## src/rtl/vram_arbiter.sv

```systemverilog
// ---------------------------------------------------------------------------
// vram_arbiter
//
// Shares one single-port synchronous frame-buffer RAM between the VGA
// scan-out reader and the game-logic pixel writer. Display reads always win
// the RAM. Writes are queued in a small FIFO and drained into any cycle
// without a display request, mostly during blanking.
//
// Ports
//   clk, rst_n            : clock (rising edge), asynchronous active-low reset
//   disp_req/disp_addr    : display read request for this cycle
//   disp_valid/disp_data  : read result, 3 cycles after disp_req
//   wr_valid/wr_ready     : writer handshake (wr_ready = FIFO not full)
//   wr_addr/wr_data       : write word offered by the writer
//   mem_en/mem_we         : registered RAM command (00 idle, 10 read, 11 write)
//   mem_addr/mem_wdata    : registered RAM address / write data
//   mem_rdata             : RAM read data, one cycle after the enable
//   fifo_level            : current write FIFO occupancy
//   stall_cnt             : saturating count of writes blocked by the display
// ---------------------------------------------------------------------------
module vram_arbiter #(
    parameter int ADDR_W   = 19,
    parameter int DATA_W   = 12,
    parameter int WR_DEPTH = 4
) (
    input  logic                      clk,
    input  logic                      rst_n,
    input  logic                      disp_req,
    input  logic [ADDR_W-1:0]         disp_addr,
    output logic                      disp_valid,
    output logic [DATA_W-1:0]         disp_data,
    input  logic                      wr_valid,
    output logic                      wr_ready,
    input  logic [ADDR_W-1:0]         wr_addr,
    input  logic [DATA_W-1:0]         wr_data,
    output logic                      mem_en,
    output logic                      mem_we,
    output logic [ADDR_W-1:0]         mem_addr,
    output logic [DATA_W-1:0]         mem_wdata,
    input  logic [DATA_W-1:0]         mem_rdata,
    output logic [$clog2(WR_DEPTH):0] fifo_level,
    output logic [15:0]               stall_cnt
);

    localparam int PTR_W = $clog2(WR_DEPTH);
    localparam int CNT_W = PTR_W + 1;
    localparam int ENT_W = ADDR_W + DATA_W;
    localparam logic [CNT_W-1:0] FULL_CNT = CNT_W'(WR_DEPTH);

    // The command state is the {mem_en, mem_we} pair itself.
    typedef enum logic [1:0] {
        ST_IDLE = 2'b00,
        ST_RD   = 2'b10,
        ST_WR   = 2'b11
    } cmd_t;

    cmd_t              state;
    cmd_t              state_nxt;
    logic [ADDR_W-1:0] addr_nxt;
    logic [DATA_W-1:0] wdata_nxt;

    logic [ENT_W-1:0]  fifo_mem [WR_DEPTH];
    logic [PTR_W-1:0]  wr_ptr;
    logic [PTR_W-1:0]  rd_ptr;
    logic [CNT_W-1:0]  count;
    logic              fifo_empty;
    logic              push;
    logic              pop;
    logic [ADDR_W-1:0] head_addr;
    logic [DATA_W-1:0] head_data;

    logic              rd_vld_p1;

    function automatic logic [15:0] sat_inc16(input logic [15:0] v);
        return (v == 16'hFFFF) ? v : v + 16'd1;
    endfunction

    assign fifo_empty = (count == '0);
    assign wr_ready   = (count != FULL_CNT);
    assign push       = wr_valid && wr_ready;
    // A word pushed on this edge is not yet counted, so it cannot fall through.
    assign pop        = !disp_req && !fifo_empty;
    assign {head_addr, head_data} = fifo_mem[rd_ptr];
    assign fifo_level = count;

    assign mem_en = state[1];
    assign mem_we = state[0];

    always_comb begin
        state_nxt = ST_IDLE;
        addr_nxt  = mem_addr;
        wdata_nxt = mem_wdata;
        if (disp_req) begin
            state_nxt = ST_RD;
            addr_nxt  = disp_addr;
        end else if (!fifo_empty) begin
            state_nxt = ST_WR;
            addr_nxt  = head_addr;
            wdata_nxt = head_data;
        end
    end

    // ---- command register (RAM issue stage) ----
    always_ff @(posedge clk or negedge rst_n) begin
        if (!rst_n) begin
            state     <= ST_IDLE;
            mem_addr  <= '0;
            mem_wdata <= '0;
        end else begin
            state     <= state_nxt;
            mem_addr  <= addr_nxt;
            mem_wdata <= wdata_nxt;
        end
    end

    always_ff @(posedge clk or negedge rst_n) begin
        if (!rst_n) begin
            wr_ptr <= '0;
            rd_ptr <= '0;
            count  <= '0;
        end else begin
            if (push) wr_ptr <= wr_ptr + PTR_W'(1);
            if (pop)  rd_ptr <= rd_ptr + PTR_W'(1);
            case ({push, pop})
                2'b10:   count <= count + CNT_W'(1);
                2'b01:   count <= count - CNT_W'(1);
                default: count <= count;
            endcase
        end
    end

    // FIFO storage is pure data; occupancy alone decides what is valid.
    always_ff @(posedge clk) begin
        if (push) fifo_mem[wr_ptr] <= {wr_addr, wr_data};
    end

    // ---- p1: RAM output stage, read data arrives on mem_rdata ----
    // ---- p2: display return register ----
    always_ff @(posedge clk or negedge rst_n) begin
        if (!rst_n) begin
            rd_vld_p1  <= 1'b0;
            disp_valid <= 1'b0;
            disp_data  <= '0;
        end else begin
            rd_vld_p1  <= (state == ST_RD);
            disp_valid <= rd_vld_p1;
            if (rd_vld_p1) disp_data <= mem_rdata;
        end
    end

    always_ff @(posedge clk or negedge rst_n) begin
        if (!rst_n) begin
            stall_cnt <= '0;
        end else if (disp_req && !fifo_empty) begin
            stall_cnt <= sat_inc16(stall_cnt);
        end
    end

endmodule

```

## config.mk

```make
export PLATFORM = sky130hd
export DESIGN_NAME = vram_arbiter
export DESIGN_NICKNAME = d
export VERILOG_FILES = /design/src/rtl/vram_arbiter.sv
export SDC_FILE = /design/constraint.sdc
export NUM_CORES = 1
export LEC_CHECK = 0
export BUFFER_PORTS_ARGS = -buffer_cell sky130_fd_sc_hd__buf_2
export CORE_ASPECT_RATIO = 0.9
export CORE_MARGIN = 1.5
export CORE_UTILIZATION = 60
export CTS_BUF_LIST = sky130_fd_sc_hd__clkbuf_8 sky130_fd_sc_hd__clkbuf_16
export DETAILED_ROUTE_END_ITERATION = 16
export GPL_TIMING_DRIVEN = 1
export PLACE_DENSITY = 0.82
export SYNTH_ARGS = -nofsm -noshare
export SYNTH_HDL_FRONTEND = slang
export SYNTH_SLANG_ARGS = --single-unit
```

## constraint.sdc

```tcl
create_clock -name clk -period 4.7 [get_ports clk]
set_clock_uncertainty 0.2 [all_clocks]
set_input_delay 0.235 -clock clk [delete_from_list [all_inputs] [get_ports clk]]
set_output_delay 0.235 -clock clk [all_outputs]
set_load 0.01 [all_outputs]
```

**After elaboration in Yosys (flattened, before gate mapping)**

Memory sizes are Yosys's and may differ from the RTL's.
Cells that the tools add are included.

- RAM bits: 124
- Latch bits: 0
- Register bits after elaboration: 70
- Word-level logic and storage cells: 41
- Memories: 1
- ROM bits: 0

- Equal/unequal tests: 6
- Multiply operators: 0
- Mux-type cells: 7
- Div/mod/pow operators: 0
- $add $sub $neg: 5
- Order comparisons: 0
- Reductions and logical operators: 9
- Bitwise logic cells: 3
- Shift-type cells: 0

Memory list:

| name | words | width | rd ports | clocked after Yosys merged registers in | wr ports | RTL line | text |
|---|---|---|---|---|---|---|---|
| fifo_mem | 4 | 31 | 1 | 0 | 1 | 62 | `logic [ENT_W-1:0] fifo_mem [WR_DEPTH];` |

Operators by type and width:

| cell | number |
|---|---|
| 19-bit 2-to-1 mux | 2 |
| 16-bit by 1-bit adder with 16-bit output (second input constant) | 1 |
| 16-bit equality test (second input constant) | 1 |
| 3-bit one-hot mux with 2 select lines | 1 |
| 2-bit by 1-bit adder with 2-bit output (second input constant) | 2 |
| 2-bit equality test (second input constant) | 2 |
| 2-bit 2-to-1 mux | 2 |
| 2-bit AND reduction | 2 |
| 3-bit by 1-bit adder with 3-bit output (second input constant) | 1 |
| 1-bit logical AND | 3 |
| 3-bit logical NOT | 1 |
| 3-bit inequality test (second input constant) | 1 |
| 1-bit inverter | 3 |
| 3-bit by 1-bit subtractor with 3-bit output (second input constant) | 1 |
| 2-bit by 1-bit equality test with 1-bit output (second input constant) | 1 |
| 1-bit logical NOT | 2 |
| 1-bit 2-to-1 mux | 2 |
| 2-bit inequality test (second input constant) | 1 |
| 2-bit nonzero test | 1 |

**Depth between registers and ports, before layout**

Gate-level depths: netlist (run 1).

- Depth after elaboration: 5
- Gate-level depth with buffers: 10

**Least setup slack after synthesis (run 1)**

No wires, ideal clock.

- Path type: register -> register
- Start: register count[0], in the netlist fifo_level[0]
- End: register count[2], in the netlist fifo_level[2]
- Library setup time: 0.080 ns
- Clock period less this slack: 2.421 ns
- Slack: 2.279 ns
- Data arrival time: 2.142 ns
- Cell stages (with the launch flop): 10
- Cell sequence: dfrtp_1 nor3_1 nor2_1 buf_2 ha_1 inv_1 fa_1 xor2_1 nor2_1 xor2_1

- Cells in the longest elaborated chain, start to end: 5

Ends and longest elaborated chain:

| element | RTL line | text |
|---|---|---|
| from (decl) | 65 | `logic [CNT_W-1:0] count;` |
| from (signal assigned) | 125 | `2'b10: count <= count + CNT_W'(1);` |
| from (signal assigned) | 126 | `2'b01: count <= count - CNT_W'(1);` |
| from (signal assigned) | 127 | `default: count <= count;` |
| 3-bit logical NOT (*) | 78 | `assign fifo_empty = (count == '0);` |
| 1-bit logical NOT (*) | 82 | `assign pop = !disp_req && !fifo_empty;` |
| 1-bit logical AND (*) | 82 |  |
| named net pop | 68 | `logic pop;` |
| 2-bit by 1-bit equality test with 1-bit output or 2-bit equality test (tied branches) | 124 | `case ({push, pop})` |
| 3-bit one-hot mux with 2 select lines or 2-bit nonzero test (tied branches) | - |  |

The timed path passes the listed nets; every way through them passes the cells marked *.
A chain may end at the register's enable or synchronous reset.

**Worst setup path in the final report (run 1)**

- Start: register count[0], in the netlist fifo_level[0]
- End: register count[2], in the netlist fifo_level[2]

- Cells in the longest elaborated chain, start to end: 5

Ends and longest elaborated chain:

| element | RTL line |
|---|---|
| 3-bit logical NOT | 78 |
| 1-bit logical NOT | 82 |
| 1-bit logical AND | 82 |
| 2-bit by 1-bit equality test with 1-bit output or 2-bit equality test (tied branches) | 124 |
| 3-bit one-hot mux with 2 select lines or 2-bit nonzero test (tied branches) | - |

Parallel ways exist; a longest one is shown, timed or not.

==> key figures, run 1 <==
Logic synthesis
  • Mapped Avg Cell Area: 18.6 sq um
  • Async set-reset flop share out of synthesis: 0.361
  • Most frequent cells after synthesis: 124 x edfxtp_1, 70 x dfrtp_1, 31 x mux4_2
  • Post-synth EDFFs: 124
  • Mapped Area: between 7000 and 8000 sq um
  • Register area share after synthesis: 0.727
  • Register bit total from synthesis: 194
  • Syn Nets: 478
  • Predominant post-synthesis flop cell: edfxtp_1
  • Dominant cell by count in the synthesized netlist: edfxtp_1
  • Area contributors post-synth: edfxtp_1 49%, dfrtp_1 23%, mux4_2 9.3%
  • Cell variety after synth: 42
  • Synth warn: 0
  • Synthesized instance count: 405
  • Synth area leader: edfxtp_1
  • Synth top area share: 0.494

Placement
  • Placed cells: between 600 and 700
  • Setup slack at placement: 1.84 ns
  • Quantity of I/O buffers inserted on ports: 131
  • Gpl congestion: between 0.7 and 0.8
  • HPWL Detailed: 8.97 mm

Worst setup path
  • Crit path max fanout: 16
  • Critical path class: register to register
  • Critical Path Source Type: register
  • Setup crit start: fifo_level[0]
  • CP Capture Type: register
  • CP dominant cell by count: xor2_1
  • Reg2reg start: fifo_level[0]
  • Critical Path AT: 2.86 ns
  • Slowest stage cell, crit path: nor2_2
  • Worst endpoint required time: just under 5 ns
  • Worst-path cell chain: nor3_1 > nor2_2 > ha_1 > inv_1 > fa_1 > xor2_1 > nor2_1 > xor2_1
  • CP peak stage delay: roughly 0.65 ns

CTS
  • Postcts setup bufs: 0
  • H-tree depth: 4
  • Clock slew at reported path FFs: 0.06 ns
  • CTS root buf: clkbuf_16
  • Num CTS Buffers: 17
  • Deepest clock path buffer count: 2
  • Worst skew pair latency: 0.43 ns
  • TritonCTS Sinks: 194
  • CTS tree: yes

Final layout
  • Share of cells above drive strength 1: 0.373
  • Synth-to-layout area growth: 26.9%
  • Final net count: 679
  • Final std cells w/o fill: 779
  • Number of inserted diodes: 0

Flow run
  • Max Cap Viol: 0

STA
  • Final hold violations: 0
  • Tightest Pin Transition: ~0.93 ns
  • Max-slew violation count: 0
  • Setup_tns: 0 ns
  • Max Clk Rate: 0.369 GHz
  • Final setup violation count: 0
  • Final setup margin: 1.99 ns
  • RSZ-0062 raised after global routing: false
  • Fin crit share: 0.576
  • Max-slew headroom: 0.379
  • Final worst path period need: 2.71 ns

Global routing
  • First-pass GRT wire length: between 20 and 25 mm
  • Initial antenna violation count: 0
  • Total congestion overflow: 0
  • Largest net degree at the start of global routing: 71
  • GRT Total Usage: 0.249
  • Vias in the first global route: around 4.7k

Floorplanning
  • Die H: 109 microns
  • Die footprint: 13200 sq um
  • Die Width: around 120 microns
  • Starting density of the core: 0.619
  • Num rows: 38
  • I/O pin cnt: roughly 130
  • CORE AREA: ~12000 sq um

Detailed routing
  • Detailed Route Iter0 Violations: 281
  • Avg WL per Cell: 19.5 microns
  • DRC viols: 0
  • Final WL: 15.2 mm
  • Avg Vias per Cell: 5.59
  • Routed Antenna Nets: 0
  • Initial DRT Pass Iterations: 4
  • Vias: approximately 4.4k

Pwr
  • Pwr dens: ~570 nW/um^2
  • Leakage: 3.83 nW
  • Peak supply drop: between 400 and 500 uV

Status
  • Status: finished clean

Worst hold path
  • Min-delay worst type: primary input to register
  • Min-delay src: wr_valid
==> cell type report <==
type | count | area (sq um)
clock inverter | 15 | 151
fill | 666 | 2610
multi-input combinational | 189 | 1970
tap | 160 | 200
timing repair buffer | 197 | 1310
sequential | 194 | 5480
inverter | 7 | 26.3
clock buffer | 17 | 425
==> cells in the final DEF, fill, tap and decap left out, types with 10 or more instances in the layout <==
master,count
buf_2,130
dfrtp_1,69
clkbuf_16,17
a21oi_1,19
inv_1,10
mux2_2,25
edfxtp_1,124
dlygate4sd3_1,63
nor2_1,20
mux4_2,31
mux2i_1,20
xor2_1,10
==> registers in the layout, indices dropped and copies added, names as in the netlist, 3 cells and up <==
signal      cells
disp_data      12
fifo_level      3
fifo_mem      124
mem_addr       19
mem_wdata      12
stall_cnt      16
==> repair_timing <==
item,CTS,global route
hold endpoints to repair,225,0
hold buffers,63,0
resized for setup,0,0
==> layer usage <==
layer	GRT usage	wire length, microns	vias to the layer above
met4	0.102	314	0
li1	-	-	1977
met2	0.444	8060	161
met5	0	0	-
met1	0.289	5840	2188
met3	0.0674	968	27
==> worst paths after layout <==
path                                       to  slack, ns  depth (start not counted)
max in group asynchronous           rd_ptr[0]       3.34                          2
min in group asynchronous       stall_cnt[14]       0.29                          2
worst max-delay path            fifo_level[2]       1.99                          8
worst max register to register  fifo_level[2]       1.99                          8
worst min-delay path                wr_ptr[0]       0.03                          3
worst min register to register      rd_vld_p1       0.28                          1
==> power by group <==
| group | switching (mW) | internal [mW] | total, mW |
|---|---|---|---|
| registers | 0.282 | 2.31 | 2.59 |
| logic | 0.750 | 0.740 | 1.49 |
| clock network | 0.580 | 0.823 | 1.40 |
| total | 1.61 | 3.87 | 5.48 |
==> cells by family after synthesis <==
family | count (synthesis) | share of synthesized area
compound gates | 25 | 0.0206
xor+xnor | 19 | 0.0221
fa+ha+maj | 7 | 0.0126
buf+inv | 22 | 0.0125
flops | 194 | 0.727
mux | 77 | 0.158
simple gates | 61 | 0.0475
==> worst max-delay path, delay by kind of cell, from the launching register on <==
family / cells / cell delay (ns)
flops: 1 / 0.46
buf+inv: 1 / 0.08
xor+xnor: 2 / 0.30
simple gates: 3 / 0.89
fa+ha+maj: 2 / 0.71
==> through the flow <==
stage                     total power [mW]  hold WS, ns  cell area [sq um]   util
after CTS                             5.53      0.00670               9560  0.786
after global routing                  5.76       0.0392               9560  0.786
after floorplan                       3.53       -0.261               7530      -
after detailed placement              4.08        0.224               8360  0.687
after global placement                4.00        0.208               8360  0.687
final                                 5.48       0.0290               9560  0.786
(Power assumes the default switching activity.)
==> inputs of run 2 (changes only) <==
--- a/config.mk
+++ b/config.mk
@@ -5,14 +5,15 @@
 export SDC_FILE = /design/constraint.sdc
 export NUM_CORES = 1
 export LEC_CHECK = 0
+export ABC_AREA = 1
 export BUFFER_PORTS_ARGS = -buffer_cell sky130_fd_sc_hd__buf_2
 export CORE_ASPECT_RATIO = 0.9
 export CORE_MARGIN = 1.5
-export CORE_UTILIZATION = 60
+export CORE_UTILIZATION = 56
 export CTS_BUF_LIST = sky130_fd_sc_hd__clkbuf_8 sky130_fd_sc_hd__clkbuf_16
 export DETAILED_ROUTE_END_ITERATION = 16
 export GPL_TIMING_DRIVEN = 1
-export PLACE_DENSITY = 0.82
+export PLACE_DENSITY = 0.76
 export SYNTH_ARGS = -nofsm -noshare
 export SYNTH_HDL_FRONTEND = slang
 export SYNTH_SLANG_ARGS = --single-unit
==> constraint.sdc (replaced) <==
create_clock -name clk -period 2.8 [get_ports clk]
set_clock_uncertainty 0.2 [all_clocks]
set_input_delay 0.14 -clock clk [delete_from_list [all_inputs] [get_ports clk]]
set_output_delay 0.14 -clock clk [all_outputs]
set_load 0.01 [all_outputs]
==> run 2 against run 1 <==
Against the previous run:
- flip-flop and latch count unchanged
- wire length up 24%
- core utilization down 6.1 points
- first-iteration DRC count up 70%
- worst setup slack worse by 1.4 ns
- combinational power up 91%
- via count up 37%
- count of clock-buffer cells in the layout up 1
- sequential share of layout area down 3.3 points
- hold slack better by 0.0015 ns
- sequential power up 65%
- total power up 76%
- critical path type unchanged
- highest routed layer unchanged
==> key figures, run 2 <==
Floorplanning
  • Starting density of the core: 0.573 (-0.0456)
  • Die H: 117 microns (+6.7%)
  • Die footprint: 15100 sq um (+14%)
  • Die Width: 129 microns (+6.7%)
  • I/O pin cnt: 132 (unchanged)
  • Num rows: 41 (+7.9%)
  • CORE AREA: 14000 sq um (+15%)

Pwr
  • Leakage: 4.43 nW (+16%)
  • Peak supply drop: 591 uV (+21%)
  • Pwr dens: 950 nW/um^2 (+66%)
  • Final total power: 9.64 mW (+76%)

STA
  • Max-slew headroom: 0.352 (-0.0268)
  • Setup_tns: 0 ns (unchanged)
  • RSZ-0062 raised after global routing: false
  • Fin crit share: 0.790 (+0.214)
  • Tightest Pin Transition: 0.969 ns (+0.0380 ns)
  • Final worst path period need: 2.21 ns (-0.496 ns)
  • Max Clk Rate: 0.452 GHz (+22%)
  • Final setup violation count: 0 (unchanged)
  • Final hold violations: 0 (unchanged)
  • Max-slew violation count: 0 (unchanged)

CTS
  • Clock slew at reported path FFs: 0.07 ns (about the same)
  • H-tree depth: 4 (unchanged)
  • CTS root buf: clkbuf_16
  • CTS tree: yes
  • Num CTS Buffers: 17 (unchanged)
  • Cts repair resizes: 0 (unchanged)
  • Deepest clock path buffer count: 2 (unchanged)
  • Worst skew pair latency: 0.43 ns (about the same)
  • TritonCTS Sinks: 194 (unchanged)

Detailed routing
  • Routed Antenna Nets: 0 (unchanged)
  • Avg WL per Cell: 16.5 microns (-15%)
  • Avg Vias per Cell: 5.27 (-5.7%)
  • Initial DRT Pass Iterations: 5 (+1)
  • DRC viols: 0 (unchanged)
  • Final WL: 18.8 mm (+24%)
  • Detailed Route Iter0 Violations: 478 (+70%)
  • Vias: 5985 (+37%)

Global routing
  • First-pass GRT wire length: 29.6 mm (+24%)
  • Initial antenna violation count: 1 (+1)
  • Total congestion overflow: 0 (unchanged)
  • Vias in the first global route: 6028 (+28%)
  • Largest net degree at the start of global routing: 83 (+17%)
  • GRT Total Usage: 0.263 (+0.0142)

Flow run
  • Max Cap Viol: 0 (unchanged)

Status
  • Status: finished clean

Placement
  • Gpl congestion: 0.823 (+5.6%)
  • HPWL Detailed: 10.8 mm (+21%)
  • Quantity of I/O buffers inserted on ports: 131 (unchanged)

Final layout
  • Footprint of the multi-input gates: 2190 sq um (+11%)
  • Largest Register: fifo_mem
  • Final net count: 1002 (+48%)
  • Commonest non-fill, non-tap cell in the layout: nand2_1
  • Largest register FFs: 124 (unchanged)
  • Most frequent cells in the layout: 174 x nand2_1, 130 x buf_2, 124 x edfxtp_1
  • Fillers: 956 (+44%)
  • Synth-to-layout area growth: 26.3%
  • Sequential cell area: 5480 sq um (about the same)
  • Largest registers: fifo_mem: 124 flops, mem_addr: 19 flops, stall_cnt: 16 flops
  • Share of cells above drive strength 1: 0.214 (-0.159)

Worst setup path
  • Critical Path AT: 2.31 ns (-0.55 ns)
  • Setup crit start: fifo_level[0]
  • CP Capture Type: register
  • Critical Path Source Type: register
  • Crit path max fanout: 4 (-12)
  • Critical path class: register to register
  • Worst endpoint required time: 2.90 ns (-1.95 ns)
  • Reg2reg start: fifo_level[0]

Logic synthesis
  • Post-synth EDFFs: 124 (unchanged)
  • Mapped Area: 8030 sq um (+6.6%)
  • Synthesized instance count: 737 (+82%)
  • Synth top area share: 0.464 (-0.0306)
  • Register area share after synthesis: 0.682 (-0.0449)
  • Async set-reset flop share out of synthesis: 0.361 (unchanged)
  • Area contributors post-synth: edfxtp_1 46%, dfrtp_1 22%, nand2_1 8.1%
  • Dominant cell by count in the synthesized netlist: nand2_1
  • Register bit total from synthesis: 194 (unchanged)
  • Synth warn: 0 (unchanged)
  • Syn Nets: 810 (+69%)
  • Predominant post-synthesis flop cell: edfxtp_1
  • Mapped Avg Cell Area: 10.9 sq um (-41%)
  • Most frequent cells after synthesis: 174 x nand2_1, 124 x edfxtp_1, 104 x nor2_1
  • Cell variety after synth: 27 (-36%)
  • Synth area leader: edfxtp_1

Worst hold path
  • Min-delay src: wr_valid
  • Min-delay worst type: primary input to register
[run 2: cell count changes after synthesis, moves of 21 or more]
| cell | before | now |
|---|---|---|
| nor2_1 | 21 | 104 |
| o21ai_0 | 1 | 43 |
| nand2_1 | 5 | 174 |
| inv_1 | 7 | 61 |
| a21oi_1 | 19 | 40 |
| mux4_2 | 31 | 0 |
| a31oi_1 | 1 | 31 |
[run 2: kinds of logic after synthesis]
| family | count (synthesis) | share of synthesized area |
|---|---|---|
| flops | 194 | 0.682 |
| simple gates | 297 | 0.148 |
| compound gates | 119 | 0.0795 |
| buf+inv | 97 | 0.0500 |
| fa+ha+maj | 7 | 0.0118 |
| xor+xnor | 11 | 0.0120 |
| mux | 12 | 0.0168 |
[run 2: path summary, 6_finish.rpt]
path | endpoint | slack (ns) | depth (start not counted)
min in group asynchronous | disp_data[7] | 0.20 | 2
worst max-delay path | fifo_level[2] | 0.59 | 9
worst max register to register | fifo_level[2] | 0.59 | 9
worst min register to register | rd_vld_p1 | 0.21 | 1
worst min-delay path | wr_ptr[1] | 0.03 | 4
max in group asynchronous | rd_ptr[1] | 1.55 | 2
[run 2: routing by layer]
layer | track usage | part of all wire | vias up
li1 | - | - | 2834
met1 | 0.315 | 0.39 | 2891
met2 | 0.478 | 0.53 | 234
met3 | 0.0476 | 0.060 | 26
met4 | 0.0981 | 0.018 | 0
met5 | 0 | 0 | -
[run 2: power by group]
part	internal [mW]	leakage, nW	total, mW	switching, mW
Combinational	1.02	2.15	2.85	1.83
Clock	1.44	0.306	2.53	1.08
Sequential	3.84	1.97	4.27	0.423
Total	6.30	4.43	9.64	3.34
[run 2: through the flow]
| stage | hold WS, ns | util | cell area [sq um] | setup WS [ns] | cells |
|---|---|---|---|---|---|
| floorplan | -0.356 | - | 8030 | 0.0249 | 737 |
| global placement | 0.132 | 0.635 | 8890 | 0.665 | 1039 |
| detailed placement | 0.154 | 0.635 | 8890 | 0.544 | 1039 |
| CTS | 0.0251 | 0.724 | 10100 | 0.523 | 1135 |
| global route | 0.0612 | 0.725 | 10100 | 0.376 | 1136 |
| finish | 0.0305 | 0.725 | 10100 | 0.589 | 1136 |
[run 2: layout make-up]
class | instances | share of cell area
clock buffer | 18 | 0.0433
tap | 193 | 0.0238
timing repair buffer | 206 | 0.136
multi-input combinational | 446 | 0.216
inverter | 64 | 0.0237
clock inverter | 14 | 0.0173
antenna | 1 | 0.000247
sequential | 194 | 0.540
[run 2: critical path, stage by stage, from the launching register on]
cell	delay, ns
dfrtp_1	0.42
nor2_1	0.23
nand2_1	0.12
nand2_1	0.11
ha_1	0.15
inv_1	0.06
fa_1	0.38
a21oi_1	0.15
o21ai_0	0.12
xor2_1	0.16
[run 2: timing repair]
action | CTS | global route
hold endpoints to repair | 226 | 0
setup buffers | 0 | 0
hold buffers | 64 | 0
==> inputs of run 3 (changes only) <==
==> constraint.sdc (replaced) <==
create_clock -name clk -period 2.1 [get_ports clk]
set_clock_uncertainty 0.2 [all_clocks]
set_input_delay 0.105 -clock clk [delete_from_list [all_inputs] [get_ports clk]]
set_output_delay 0.105 -clock clk [all_outputs]
set_load 0.01 [all_outputs]
==> run 3 against run 2 <==
Against the previous run:
- core utilization rose by 1.0 points
- flip-flop and latch count did not move
- worst setup slack got worse by 0.49 ns
- fmax rose by 11%
- global-route usage decreased by 1.3 points
- register-to-register slack worse by 0.49 ns
- critical path depth unchanged
- count of clock-buffer cells in the layout up 1
- via count is 0.45% lower
==> key figures, run 3 (synthesis gave the netlist of run 2 again) <==
STA
  • Setup_tns: 0 ns (unchanged)
  • Max-slew violation count: 0 (unchanged)
  • Tightest Pin Transition: 0.933 ns (-0.0365 ns)
  • Final worst path period need: 2.00 ns (-0.210 ns)
  • Final setup violation count: 0 (unchanged)
  • Fin crit share: 0.953 (+0.163)
  • RSZ-0062 raised after global routing: false
  • Final hold violations: 0 (unchanged)
  • Max Clk Rate: 0.500 GHz (+11%)
  • Max-slew headroom: 0.378 (+0.0259)

Worst setup path
  • Worst endpoint required time: 2.20 ns (-0.70 ns)
  • CP peak stage delay: 0.41 ns (about the same)
  • Critical Path Source Type: register
  • Reg2reg start: fifo_level[0]
  • Critical Path AT: 2.10 ns (-0.21 ns)
  • Setup crit start: fifo_level[0]
  • CP Capture Type: register
  • Critical path class: register to register
  • Worst-path cell chain: nor2_4 > nand2_2 > nand2_4 > ha_1 > inv_1 > fa_2 > a21oi_1 > o21ai_1 > xor2_1
  • Slowest stage cell, crit path: dfrtp_1
  • Crit path max fanout: 3 (-1)

Final layout
  • Most frequent cells in the layout: 171 x nand2_1, 130 x buf_2, 124 x edfxtp_1
  • Final Cell Area: 10300 sq um (+1.4%)
  • Largest registers: fifo_mem: 124 flops, mem_addr: 19 flops, stall_cnt: 16 flops
  • Final net count: 1011 (+0.90%)
  • Largest register FFs: 124 (unchanged)
  • Synth-to-layout area growth: 28.1%
  • Number of inserted diodes: 0 (-1)
  • Largest Register: fifo_mem
  • Commonest non-fill, non-tap cell in the layout: nand2_1
  • Share of cells above drive strength 1: 0.228 (+0.0137)

Detailed routing
  • Initial DRT Pass Iterations: 5 (unchanged)
  • Detailed Route Iter0 Violations: 419 (-12%)
  • Final WL: 17.9 mm (-5.0%)
  • Avg Vias per Cell: 5.21 (-1.1%)
  • DRC viols: 0 (unchanged)
  • Vias: 5958 (-0.45%)
  • Routed Antenna Nets: 0 (unchanged)
  • Avg WL per Cell: 15.6 microns (-5.6%)

CTS
  • H-tree depth: 4 (unchanged)
  • Clock slew at reported path FFs: 0.07 ns (about the same)
  • Worst skew pair latency: 0.43 ns (about the same)
  • CTS root buf: clkbuf_16
  • CTS tree: yes
  • TritonCTS Sinks: 194 (unchanged)
  • Postcts setup bufs: 0 (unchanged)
  • Deepest clock path buffer count: 2 (unchanged)
  • Num CTS Buffers: 17 (unchanged)

Global routing
  • Largest net degree at the start of global routing: 83 (unchanged)
  • Vias in the first global route: 5941 (-1.4%)
  • GRT Total Usage: 0.250 (-0.0133)
  • First-pass GRT wire length: 28.4 mm (-4.1%)
  • Initial antenna violation count: 0 (-1)
  • Total congestion overflow: 0 (unchanged)

Floorplanning
  • Num rows: 41 (unchanged)
  • Die H: 117 microns (unchanged)
  • Die Width: 129 microns (unchanged)
  • Starting density of the core: 0.573 (unchanged)
  • CORE AREA: 14000 sq um (unchanged)
  • Die footprint: 15100 sq um (unchanged)
  • I/O pin cnt: 132 (unchanged)

Placement
  • HPWL Detailed: 10.6 mm (-1.7%)
  • Gpl congestion: 0.829 (+0.77%)
  • Quantity of I/O buffers inserted on ports: 131 (unchanged)
  • Post-DP Area: 9010 sq um (+1.4%)

Pwr
  • Internal Dissipation: 8.51 mW (+35%)
  • Sw Ratio: 0.345 (-0.00122)
  • Pwr dens: 1260 nW/um^2 (+33%)
  • Clk pwr share: 0.255 (-0.007)
  • Final total power: 13.0 mW (+35%)
  • Combinational power share: 0.309 (+0.013)
  • Reg power frac: 0.436 (-0.006)
  • Peak supply drop: 927 uV (+57%)
  • Sw Pwr: 4.49 mW (+34%)
  • Leakage: 4.49 nW (+1.4%)

Status
  • Status: finished clean

Flow run
  • Max Cap Viol: 0 (unchanged)

Worst hold path
  • Min-delay worst type: primary input to async pin
## run 3: cell types whose count changed in the layout (fill, tap and decap cells not counted), sizes merged
cell / change
buf: +8
bufinv: -1
clkbuf: +1
clkinv: -3
clkinvlp: +1
diode: -1
dlygate4sd3: +1
inv: +2
## run 3: power groups by stage
stage          sequential (mW)  combinational, mW  clock [mW]
2_1_floorplan             5.81               2.24           0
3_5_place_dp              5.72               3.84           0
6_report                  5.67               4.02        3.31
4_1_cts                   5.65               3.99        3.37
3_3_place_gp              5.66               3.70           0
5_1_grt                   5.78               4.46        3.51
## run 3: path summary, 6_finish.rpt
check / endpoint / slack [ns] / depth (start not counted)
setup / recovery: fifo_level[2] / 0.1 / 9
hold / removal: stall_cnt[1] / 0.18 / 2
setup reg to reg: fifo_level[2] / 0.1 / 9
hold reg to reg: rd_vld_p1 / 0.22 / 1
max in group asynchronous: rd_ptr[0] / 0.87 / 2
min in group clk: rd_vld_p1 / 0.22 / 1
## run 3: cell type report
cell class / count / area [sq um]
Timing Repair Buffer: 215 / 1500
Clock inverter: 13 / 161
Inverter: 64 / 240
Multi-Input combinational cell: 446 / 2210
Fill cell: 912 / 3720
Tap cell: 193 / 241
Sequential cell: 194 / 5480
Clock buffer: 19 / 453
## run 3: routing by layer
metal / vias to the layer above / global-route usage / part of all wire
met3: 31 / 0.0582 / 0.053
met4: 0 / 0.0966 / 0.021
met5: - / 0 / 0
met2: 194 / 0.434 / 0.51
met1: 2876 / 0.306 / 0.41
li1: 2857 / - / -
## run 3: critical path: cells and delay by family, from the launching register on
kind | cells | cell delay, ns
AO/OA/AOI/OAI | 2 | 0.25
XOR/XNOR | 1 | 0.15
adder cells (fa/ha/maj) | 2 | 0.50
buffers and inverters | 1 | 0.08
flip-flops | 1 | 0.41
AND/OR/NAND/NOR | 3 | 0.31
## run 3: timing repair
action                                 CTS  global route
setup endpoints to repair                0             2
endpoints found under the hold margin  230             0
resized for setup                        0             4
hold buffers                            65             0
## run 3: through the flow
step | util | cells | hold slack [ns] | setup WS (ns)
after floorplan | - | 737 | -0.391 | -0.0329
after global placement | 0.644 | 1047 | 0.0972 | 0.126
after detailed placement | 0.644 | 1047 | 0.113 | 0.0790
after CTS | 0.734 | 1144 | 0.202 | 0.0268
after global routing | 0.735 | 1144 | 0.217 | 0.00211
final | 0.735 | 1144 | 0.179 | 0.0992
